===== config.mk =====
export PLATFORM = sky130hd
export DESIGN_NAME = cc_psr_flags
export DESIGN_NICKNAME = d
export VERILOG_FILES = /design/src/rtl/cc_psr_pkg.sv /design/src/rtl/cc_cond_eval.sv /design/src/rtl/cc_psr_flags.sv
export SDC_FILE = /design/constraint.sdc
export NUM_CORES = 1
export LEC_CHECK = 0
export ABC_AREA = 1
export CORE_MARGIN = 2
export CORE_UTILIZATION = 23
export CTS_BUF_LIST = sky130_fd_sc_hd__clkbuf_16
export DETAILED_ROUTE_END_ITERATION = 8
export PLACE_DENSITY = 0.78
export SYNTH_ARGS = -nofsm -noshare
export SYNTH_HDL_FRONTEND = slang
export SYNTH_SLANG_ARGS = --single-unit

===== constraint.sdc =====
create_clock -name CC_PSR_CLOCK_50 -period 1.1 [get_ports CC_PSR_CLOCK_50]
set_input_delay 0.275 -clock CC_PSR_CLOCK_50 [delete_from_list [all_inputs] [get_ports CC_PSR_CLOCK_50]]
set_output_delay 0.275 -clock CC_PSR_CLOCK_50 [all_outputs]
set_load 0.1 [all_outputs]

===== src/rtl/cc_psr_pkg.sv =====
// Shared types and constants for the PSR flag register.
// Condition codes, PSR bit positions, CC-setting ALU selection range.
package cc_psr_pkg;

    localparam logic [3:0] COND_BN   = 4'b0000;
    localparam logic [3:0] COND_BE   = 4'b0001;
    localparam logic [3:0] COND_BLE  = 4'b0010;
    localparam logic [3:0] COND_BL   = 4'b0011;
    localparam logic [3:0] COND_BLEU = 4'b0100;
    localparam logic [3:0] COND_BCS  = 4'b0101;
    localparam logic [3:0] COND_BNEG = 4'b0110;
    localparam logic [3:0] COND_BVS  = 4'b0111;
    localparam logic [3:0] COND_BA   = 4'b1000;
    localparam logic [3:0] COND_BNE  = 4'b1001;
    localparam logic [3:0] COND_BG   = 4'b1010;
    localparam logic [3:0] COND_BGE  = 4'b1011;
    localparam logic [3:0] COND_BGU  = 4'b1100;
    localparam logic [3:0] COND_BCC  = 4'b1101;
    localparam logic [3:0] COND_BPOS = 4'b1110;
    localparam logic [3:0] COND_BVC  = 4'b1111;

    localparam int PSR_N_BIT = 23;
    localparam int PSR_Z_BIT = 22;
    localparam int PSR_V_BIT = 21;
    localparam int PSR_C_BIT = 20;

    localparam logic [3:0] ALUSEL_CC_FIRST = 4'b0000;
    localparam logic [3:0] ALUSEL_CC_LAST  = 4'b0011;

    typedef struct packed {
        logic n;
        logic z;
        logic v;
        logic c;
    } psr_flags_t;

endpackage


===== src/rtl/cc_cond_eval.sv =====
// Combinational branch-condition evaluator.
// Ports: cond (4-bit code), n/z/v/c flags in; taken out.
module cc_cond_eval
    import cc_psr_pkg::*;
(
    input  logic [3:0] cond,
    input  logic       n,
    input  logic       z,
    input  logic       v,
    input  logic       c,
    output logic       taken
);

    always_comb begin
        taken = 1'b0;
        unique case (cond)
            COND_BN:   taken = 1'b0;
            COND_BE:   taken = z;
            COND_BLE:  taken = z | (n ^ v);
            COND_BL:   taken = n ^ v;
            COND_BLEU: taken = c | z;
            COND_BCS:  taken = c;
            COND_BNEG: taken = n;
            COND_BVS:  taken = v;
            COND_BA:   taken = 1'b1;
            COND_BNE:  taken = ~z;
            COND_BG:   taken = ~(z | (n ^ v));
            COND_BGE:  taken = ~(n ^ v);
            COND_BGU:  taken = ~(c | z);
            COND_BCC:  taken = ~c;
            COND_BPOS: taken = ~n;
            COND_BVC:  taken = ~v;
        endcase
    end

endmodule


===== src/rtl/cc_psr_flags.sv =====
// PSR icc register: captures ALU flags, save/restore over the bus,
// registered branch-condition response. Macro: CC_PSR_FORWARD_EN.
module cc_psr_flags
    import cc_psr_pkg::*;
#(
    parameter int DATAWIDTH_BUS           = 32,
    parameter int DATAWIDTH_ALU_SELECTION = 4,
    parameter int DATAWIDTH_COND          = 4
)(
    input  logic                               CC_PSR_CLOCK_50,
    input  logic                               CC_PSR_RESET_InLow,
    input  logic                               CC_PSR_Negative_InHigh,
    input  logic                               CC_PSR_Zero_InHigh,
    input  logic                               CC_PSR_Overflow_InHigh,
    input  logic                               CC_PSR_Carry_InHigh,
    input  logic [DATAWIDTH_ALU_SELECTION-1:0] CC_PSR_ALUSelection_In,
    input  logic                               CC_PSR_Load_InHigh,
    input  logic                               CC_PSR_WritePSR_InHigh,
    input  logic [DATAWIDTH_BUS-1:0]           CC_PSR_DataBUS_In,
    input  logic [DATAWIDTH_COND-1:0]          CC_PSR_Cond_In,
    input  logic                               CC_PSR_CondValid_InHigh,
    output logic                               CC_PSR_Negative_OutHigh,
    output logic                               CC_PSR_Zero_OutHigh,
    output logic                               CC_PSR_Overflow_OutHigh,
    output logic                               CC_PSR_Carry_OutHigh,
    output logic [DATAWIDTH_BUS-1:0]           CC_PSR_DataBUS_Out,
    output logic                               CC_PSR_BranchValid_OutHigh,
    output logic                               CC_PSR_BranchTaken_OutHigh
);

    localparam int SW = DATAWIDTH_ALU_SELECTION;

    psr_flags_t flags_q, flags_d, eval_flags;
    logic       valid_q, valid_d;
    logic       taken_q, taken_d;
    logic       taken;
    logic       cc_sel;
    logic [SW-1:0] sel_off;
    logic       unused_bus;

    // Offset compare avoids a constant-true test when the range starts at 0.
    assign sel_off = CC_PSR_ALUSelection_In - SW'(ALUSEL_CC_FIRST);
    assign cc_sel  = sel_off <= SW'(ALUSEL_CC_LAST - ALUSEL_CC_FIRST);

    assign unused_bus = ^{CC_PSR_DataBUS_In[DATAWIDTH_BUS-1:PSR_N_BIT+1],
                          CC_PSR_DataBUS_In[PSR_C_BIT-1:0]};

    always_comb begin
        flags_d = flags_q;
        if (CC_PSR_WritePSR_InHigh) begin
            flags_d.n = CC_PSR_DataBUS_In[PSR_N_BIT];
            flags_d.z = CC_PSR_DataBUS_In[PSR_Z_BIT];
            flags_d.v = CC_PSR_DataBUS_In[PSR_V_BIT];
            flags_d.c = CC_PSR_DataBUS_In[PSR_C_BIT];
        end else if (CC_PSR_Load_InHigh && cc_sel) begin
            flags_d.n = CC_PSR_Negative_InHigh;
            flags_d.z = CC_PSR_Zero_InHigh;
            flags_d.v = CC_PSR_Overflow_InHigh;
            flags_d.c = CC_PSR_Carry_InHigh;
        end
    end

`ifdef CC_PSR_FORWARD_EN
    // Next-state flags already follow restore-over-capture priority.
    assign eval_flags = flags_d;
`else
    assign eval_flags = flags_q;
`endif

    cc_cond_eval u_eval (
        .cond  (CC_PSR_Cond_In[3:0]),
        .n     (eval_flags.n),
        .z     (eval_flags.z),
        .v     (eval_flags.v),
        .c     (eval_flags.c),
        .taken (taken)
    );

    always_comb begin
        valid_d = CC_PSR_CondValid_InHigh;
        taken_d = CC_PSR_CondValid_InHigh ? taken : taken_q;
    end

    always_ff @(posedge CC_PSR_CLOCK_50 or negedge CC_PSR_RESET_InLow) begin
        if (!CC_PSR_RESET_InLow) begin
            flags_q <= '0;
            valid_q <= 1'b0;
            taken_q <= 1'b0;
        end else begin
            flags_q <= flags_d;
            valid_q <= valid_d;
            taken_q <= taken_d;
        end
    end

    always_comb begin
        CC_PSR_DataBUS_Out            = '0;
        CC_PSR_DataBUS_Out[PSR_N_BIT] = flags_q.n;
        CC_PSR_DataBUS_Out[PSR_Z_BIT] = flags_q.z;
        CC_PSR_DataBUS_Out[PSR_V_BIT] = flags_q.v;
        CC_PSR_DataBUS_Out[PSR_C_BIT] = flags_q.c;
    end

    assign CC_PSR_Negative_OutHigh    = flags_q.n;
    assign CC_PSR_Zero_OutHigh        = flags_q.z;
    assign CC_PSR_Overflow_OutHigh    = flags_q.v;
    assign CC_PSR_Carry_OutHigh       = flags_q.c;
    assign CC_PSR_BranchValid_OutHigh = valid_q;
    assign CC_PSR_BranchTaken_OutHigh = taken_q;

endmodule


## After elaboration in Yosys (flattened, before gate mapping)

Index checks and enable logic that the tools add are counted.

| storage, ports and cells | value |
|---|---|
| register bits after elaboration | 6 |
| input bits | 49 |
| output and inout port bits | 38 |
| logic and storage cells | 38 |

| cells by class | value |
|---|---|
| $lt $le $gt $ge | 1 |
| eq/ne operators | 15 |
| multiplexer cells | 3 |
| bitwise logic cells | 10 |
| reductions and logical operators | 3 |

Operators with widths:

| cell | number |
|---|---|
| $eq A4 B4 Y1 const B | 8 |
| $eq A4 B3 Y1 const B | 4 |
| $pmux W1 S16 | 1 |
| $eq A4 B2 Y1 const B | 2 |
| $mux W4 | 2 |
| $not A1 Y1 | 7 |
| $eq A4 B1 Y1 const B | 1 |
| $le A4 B2 Y1 const B | 1 |
| $logic_not A4 Y1 | 1 |
| $or A1 B1 Y1 | 2 |
| $reduce_bool A2 Y1 | 1 |
| $logic_and A1 B1 Y1 | 1 |
| $xor A1 B1 Y1 | 1 |

## Logic depth before layout (Yosys ltp)

| logic depth | value |
|---|---|
| word-level depth | 4 |
| gate-level depth with buffers | 10 |
| mapped depth without buffers | 10 |

## By module

Synthesis repeated with hierarchy kept, for this count alone.

| second synthesis, totals | value |
|---|---|
| cells, all modules | 115 |
| area total of the unflattened synthesis | 711.9 µm² |

Modules (own cells, without submodules):

| module | times used | cells each | area an instance (µm²) | sequential area each (µm²) |
|---|---|---|---|---|
| cc_psr_flags | 1 | 68 | 518.0 | 150.1 |
| cc_cond_eval | 1 | 47 | 193.9 | 0.0 |

## Worst setup path before layout

OpenSTA, ideal clock, no wires.

| timing | value |
|---|---|
| kind | reg2reg |
| from | register flags_q, in the netlist CC_PSR_Negative_OutHigh |
| to | register taken_q, in the netlist CC_PSR_BranchTaken_OutHigh |
| library setup time | 0.120 ns |
| arrival | 1.639 ns |
| required time | 0.980 ns |
| slack | -0.659 ns |
| cell stages (with the launch flop) | 10 |
| buffers on the path | 0 |
| clock period less this slack | 1.759 ns |
| cells stage by stage | dfrtp_1 inv_1 nand2_1 nand3_1 nand2_1 nand3_1 nor2_1 nand2_1 nand2_1 nand2_1 |

| on the way | value |
|---|---|
| word-level cells in the longest chain between the ends | 4 |
| elaborated cells between the ends (all ways) | 6 |
| those cells by class | mux: 1; bitwise: 5 |

RTL lines:

| item | RTL line | text |
|---|---|---|
| start, declared | cc_psr_flags.sv:33 | `psr_flags_t flags_q, flags_d, eval_flags;` |
| start signal, assigned | cc_psr_flags.sv:90 | `flags_q <= flags_d;` |
| $xor A1 B1 Y1 | -- |  |
| $or A1 B1 Y1 | cc_cond_eval.sv:19, cc_cond_eval.sv:27 |  |
| $not A1 Y1 | cc_cond_eval.sv:27 | `COND_BG: taken = ~(z \| (n ^ v));` |
| $pmux W1 S16 (*) | cc_cond_eval.sv:16 | `unique case (cond)` |
| end signal, assigned | cc_psr_flags.sv:92 | `taken_q <= taken_d;` |
| end, declared | cc_psr_flags.sv:35 | `logic taken_q, taken_d;` |

Mark *: on every way between the ends. The rest lies on a longest branch, timed or not.
A chain may end at the register's enable or synchronous reset.

## Final worst setup path

| timing | value |
|---|---|
| from | register flags_q, in the netlist CC_PSR_Zero_OutHigh |
| to | output port CC_PSR_Zero_OutHigh |

RTL lines:

| item | RTL line | text |
|---|---|---|
| end, declared | cc_psr_flags.sv:23 | `output logic CC_PSR_Zero_OutHigh,` |

No word-level cell between the ends.

==> results.yml <==
routing:
  ant_nets: 0
  drt_wl_total_mm: 1.37
  avgViaCountPerCell: 3.72
  drtPass1Iterations: 4
  drt_iter0_drc: 5
  drc: 0
  wl_per_cell_um: 7.71
  vias: 659
clock_network:
  cts_max_path_buffers: 2
  clk_latency_ns: 0.23
  numCtsBuffers: 3
  clk_pin_slew_ns: 0.03
  ctsHtreeMaxLevel: 1
  clockRootBuffer: "clkbuf_16"
  cts_sinks: 6
  cts_tree: "done"
sta:
  finalSetupTns_ns: -1.50
  setup_viol: 9
  final_max_slew_viol_count: 0
  min_period_ns: 1.29
  final_hold_viol_count: 0
  fin_worst_skew_ns: 0.000968
  setup_slack_ns: -0.191
  period_share_pct: 117
  rsz0062_at_grt: "yes"
  fmax_ghz: 0.774
grt:
  grtUsageTotal_pct: 8.16
  grt_pass1_wl_mm: 2.02
  globalRouteOverflowTotal: 0
  antenna_found_initial: 0
  grt_pass1_vias: 517
  grt_max_degree: 9
critical_path:
  critPathKind: "reg -> out"
  cp_num_buf_inv: 2
  cpPeakStageDelay_ns: 0.49
  critPathTopFamily: "flip-flops"
  crit_path_end_kind: "primary output"
  cp-start-kind: "register"
  critPathSlowestCell: "dfrtp_4"
  cp_cell_sequence: "buf_6 -> buf_12"
  worst_ep_arrival_time_ns: 1.02
  path_max_fanout: 4
  cp_data_required_time_ns: 0.82
place:
  dp_hpwl_mm: 1.13
  portBuffers: 28
  dpl_cell_area_mm2: 0.00105
  pre_cts_slack_ns: -0.418
  gp_congestion: 0.712
  dp_cells: 172
finish:
  final_common_cell: "conb_1"
  fin_cells: 177
  final_design_area_no_fill_mm2: 0.00119
  syn2layout_area_growth_pct: 70.0
  final_nets: 195
  layout_common_cells: "conb_1, nand2_1, clkdlybuf4s50_1, nor2_1, buf_12"
  fillers: 299
  multi_input_area_um2: 385
  postLayoutCoreUtil_pct: 40.0
  num_antenna_cells: 0
  drive_gt1_share_pct: 30.6
  final-seq-area_um2: 168
outcome:
  violations: "negative setup slack"
  status: "finished with violations"
floorplanning:
  core_mm2: 0.00298
  die_w_um: 59.2
  dieHeight_um: 59.2
  initial_utilization_pct: 23.5
  ios: 87
  rows: 20
  die_area_mm2: 0.00350
power_and_ir_drop:
  ir_drop_v: 0.000794
  seqPwrFrac_pct: 13.7
  p_clk_share_pct: 27.8
  swShare_pct: 49.8
  p_per_area_mw_per_mm2: 1760
  p_leak_uw: 0.000620
  pwr-share-comb_pct: 58.6
  p_sw_uw: 1050
  intPower_uw: 1050
yosys:
  netlist_area_um2: 701
  synth_seq_area_share_pct: 21.4
  syn_area_per_cell_um2: 6.37
  ys_types: 15
  postSynthRegisterBits: 6
  syn_inst: 110
  yosys_warnings: 0
min_path:
  holdCritPathClass: "in -> async"
flow_run:
  cap_violations: 0
## worst reg2reg max path, cell delays in order, from the launching register on
cell and delay, ns:
dfrtp_4 0.47, buf_6 0.14, nand2_2 0.06, nand2_2 0.06
nand3_2 0.08, nand3_2 0.07, nor2_1 0.10, nand2_1 0.05
nand2_1 0.05, nand2_1 0.05
## synthesized netlist by cell type
| cell type | number | area, um2 |
|---|---|---|
| a21o_1 | 1 | 7.51 |
| o211ai_1 | 4 | 30.0 |
| buf_4 | 32 | 240 |
| inv_2 | 4 | 15.0 |
| dfrtp_1 | 6 | 150 |
| nand2_1 | 27 | 101 |
| inv_1 | 10 | 37.5 |
| nand4_1 | 1 | 6.26 |
| nor2_1 | 10 | 37.5 |
| nand3_1 | 6 | 30.0 |
| o21ai_0 | 5 | 25.0 |
| buf_2 | 1 | 5.00 |
| conb_1 | 1 | 3.75 |
| nand2_2 | 1 | 6.26 |
| a21oi_1 | 1 | 5.00 |
## per-stage QoR
stage / total power [uW] / hold slack [ns]
2_1_floorplan: 1250 / -0.0206
3_3_place_gp: 1470 / 0.515
3_5_place_dp: 1470 / 0.517
4_1_cts: 2100 / 0.290
5_1_grt: 2170 / 0.299
6_report: 2100 / 0.281
## per-layer routing
layer,global-route usage (%),vias to the layer above,part of all wire [%]
li1,-,350,-
met1,9.57,274,41
met2,11.3,31,46
met3,2.84,4,8.4
met4,7.79,0,3.8
met5,0,-,0
## path summary, 6_finish.rpt
check | from | end | depth (start not counted) | slack, ns
setup / recovery | CC_PSR_Zero_OutHigh | CC_PSR_Zero_OutHigh | 2 | -0.19
hold reg to reg | CC_PSR_BranchTaken_OutHigh | CC_PSR_BranchTaken_OutHigh | 2 | 0.51
min in group CC_PSR_CLOCK_50 | CC_PSR_WritePSR_InHigh | CC_PSR_Overflow_OutHigh | 3 | 0.43
setup reg to reg | CC_PSR_Negative_OutHigh | CC_PSR_BranchTaken_OutHigh | 9 | -0.14
max in group asynchronous | CC_PSR_RESET_InLow | CC_PSR_Negative_OutHigh | 1 | 0.59
hold / removal | CC_PSR_RESET_InLow | CC_PSR_Carry_OutHigh | 1 | 0.28
## final cells by class
type                       instances  share of cell area, %
multi-input combinational         84                   32.4
sequential                         6                   14.1
inverter                          14                   4.41
tap                               33                   3.47
timing repair buffer              37                   39.4
clock buffer                       3                   6.30
## what timing repair did
action	4_1_cts	5_1_grt
resized for setup	14	10
buffers inserted	2	0
hold buffers	0	0
setup endpoints to repair	10	13
pin swaps	5	8
## state kept, by name, indices dropped and copies added, names as in the netlist
signal / count
CC_PSR_Carry_OutHigh: 1
CC_PSR_BranchValid_OutHigh: 1
CC_PSR_Overflow_OutHigh: 1
CC_PSR_BranchTaken_OutHigh: 1
CC_PSR_Negative_OutHigh: 1
CC_PSR_Zero_OutHigh: 1
## power by group through the flow
stage	registers, uW	logic, uW	clock network [uW]
2_1_floorplan	483	764	0
3_3_place_gp	295	1170	0
3_5_place_dp	295	1180	0
4_1_cts	287	1220	593
5_1_grt	290	1280	605
6_report	287	1230	582
## cells by family after synthesis
logic type             after synthesis  share of synthesized area (%)
buffers and inverters               47                           42.5
flip-flops                           6                           21.4
other                                1                          0.535
AND/OR/NAND/NOR                     45                           25.9
AO/OA/AOI/OAI                       11                           9.64
Note: power is estimated with default switching activity, not from simulation.
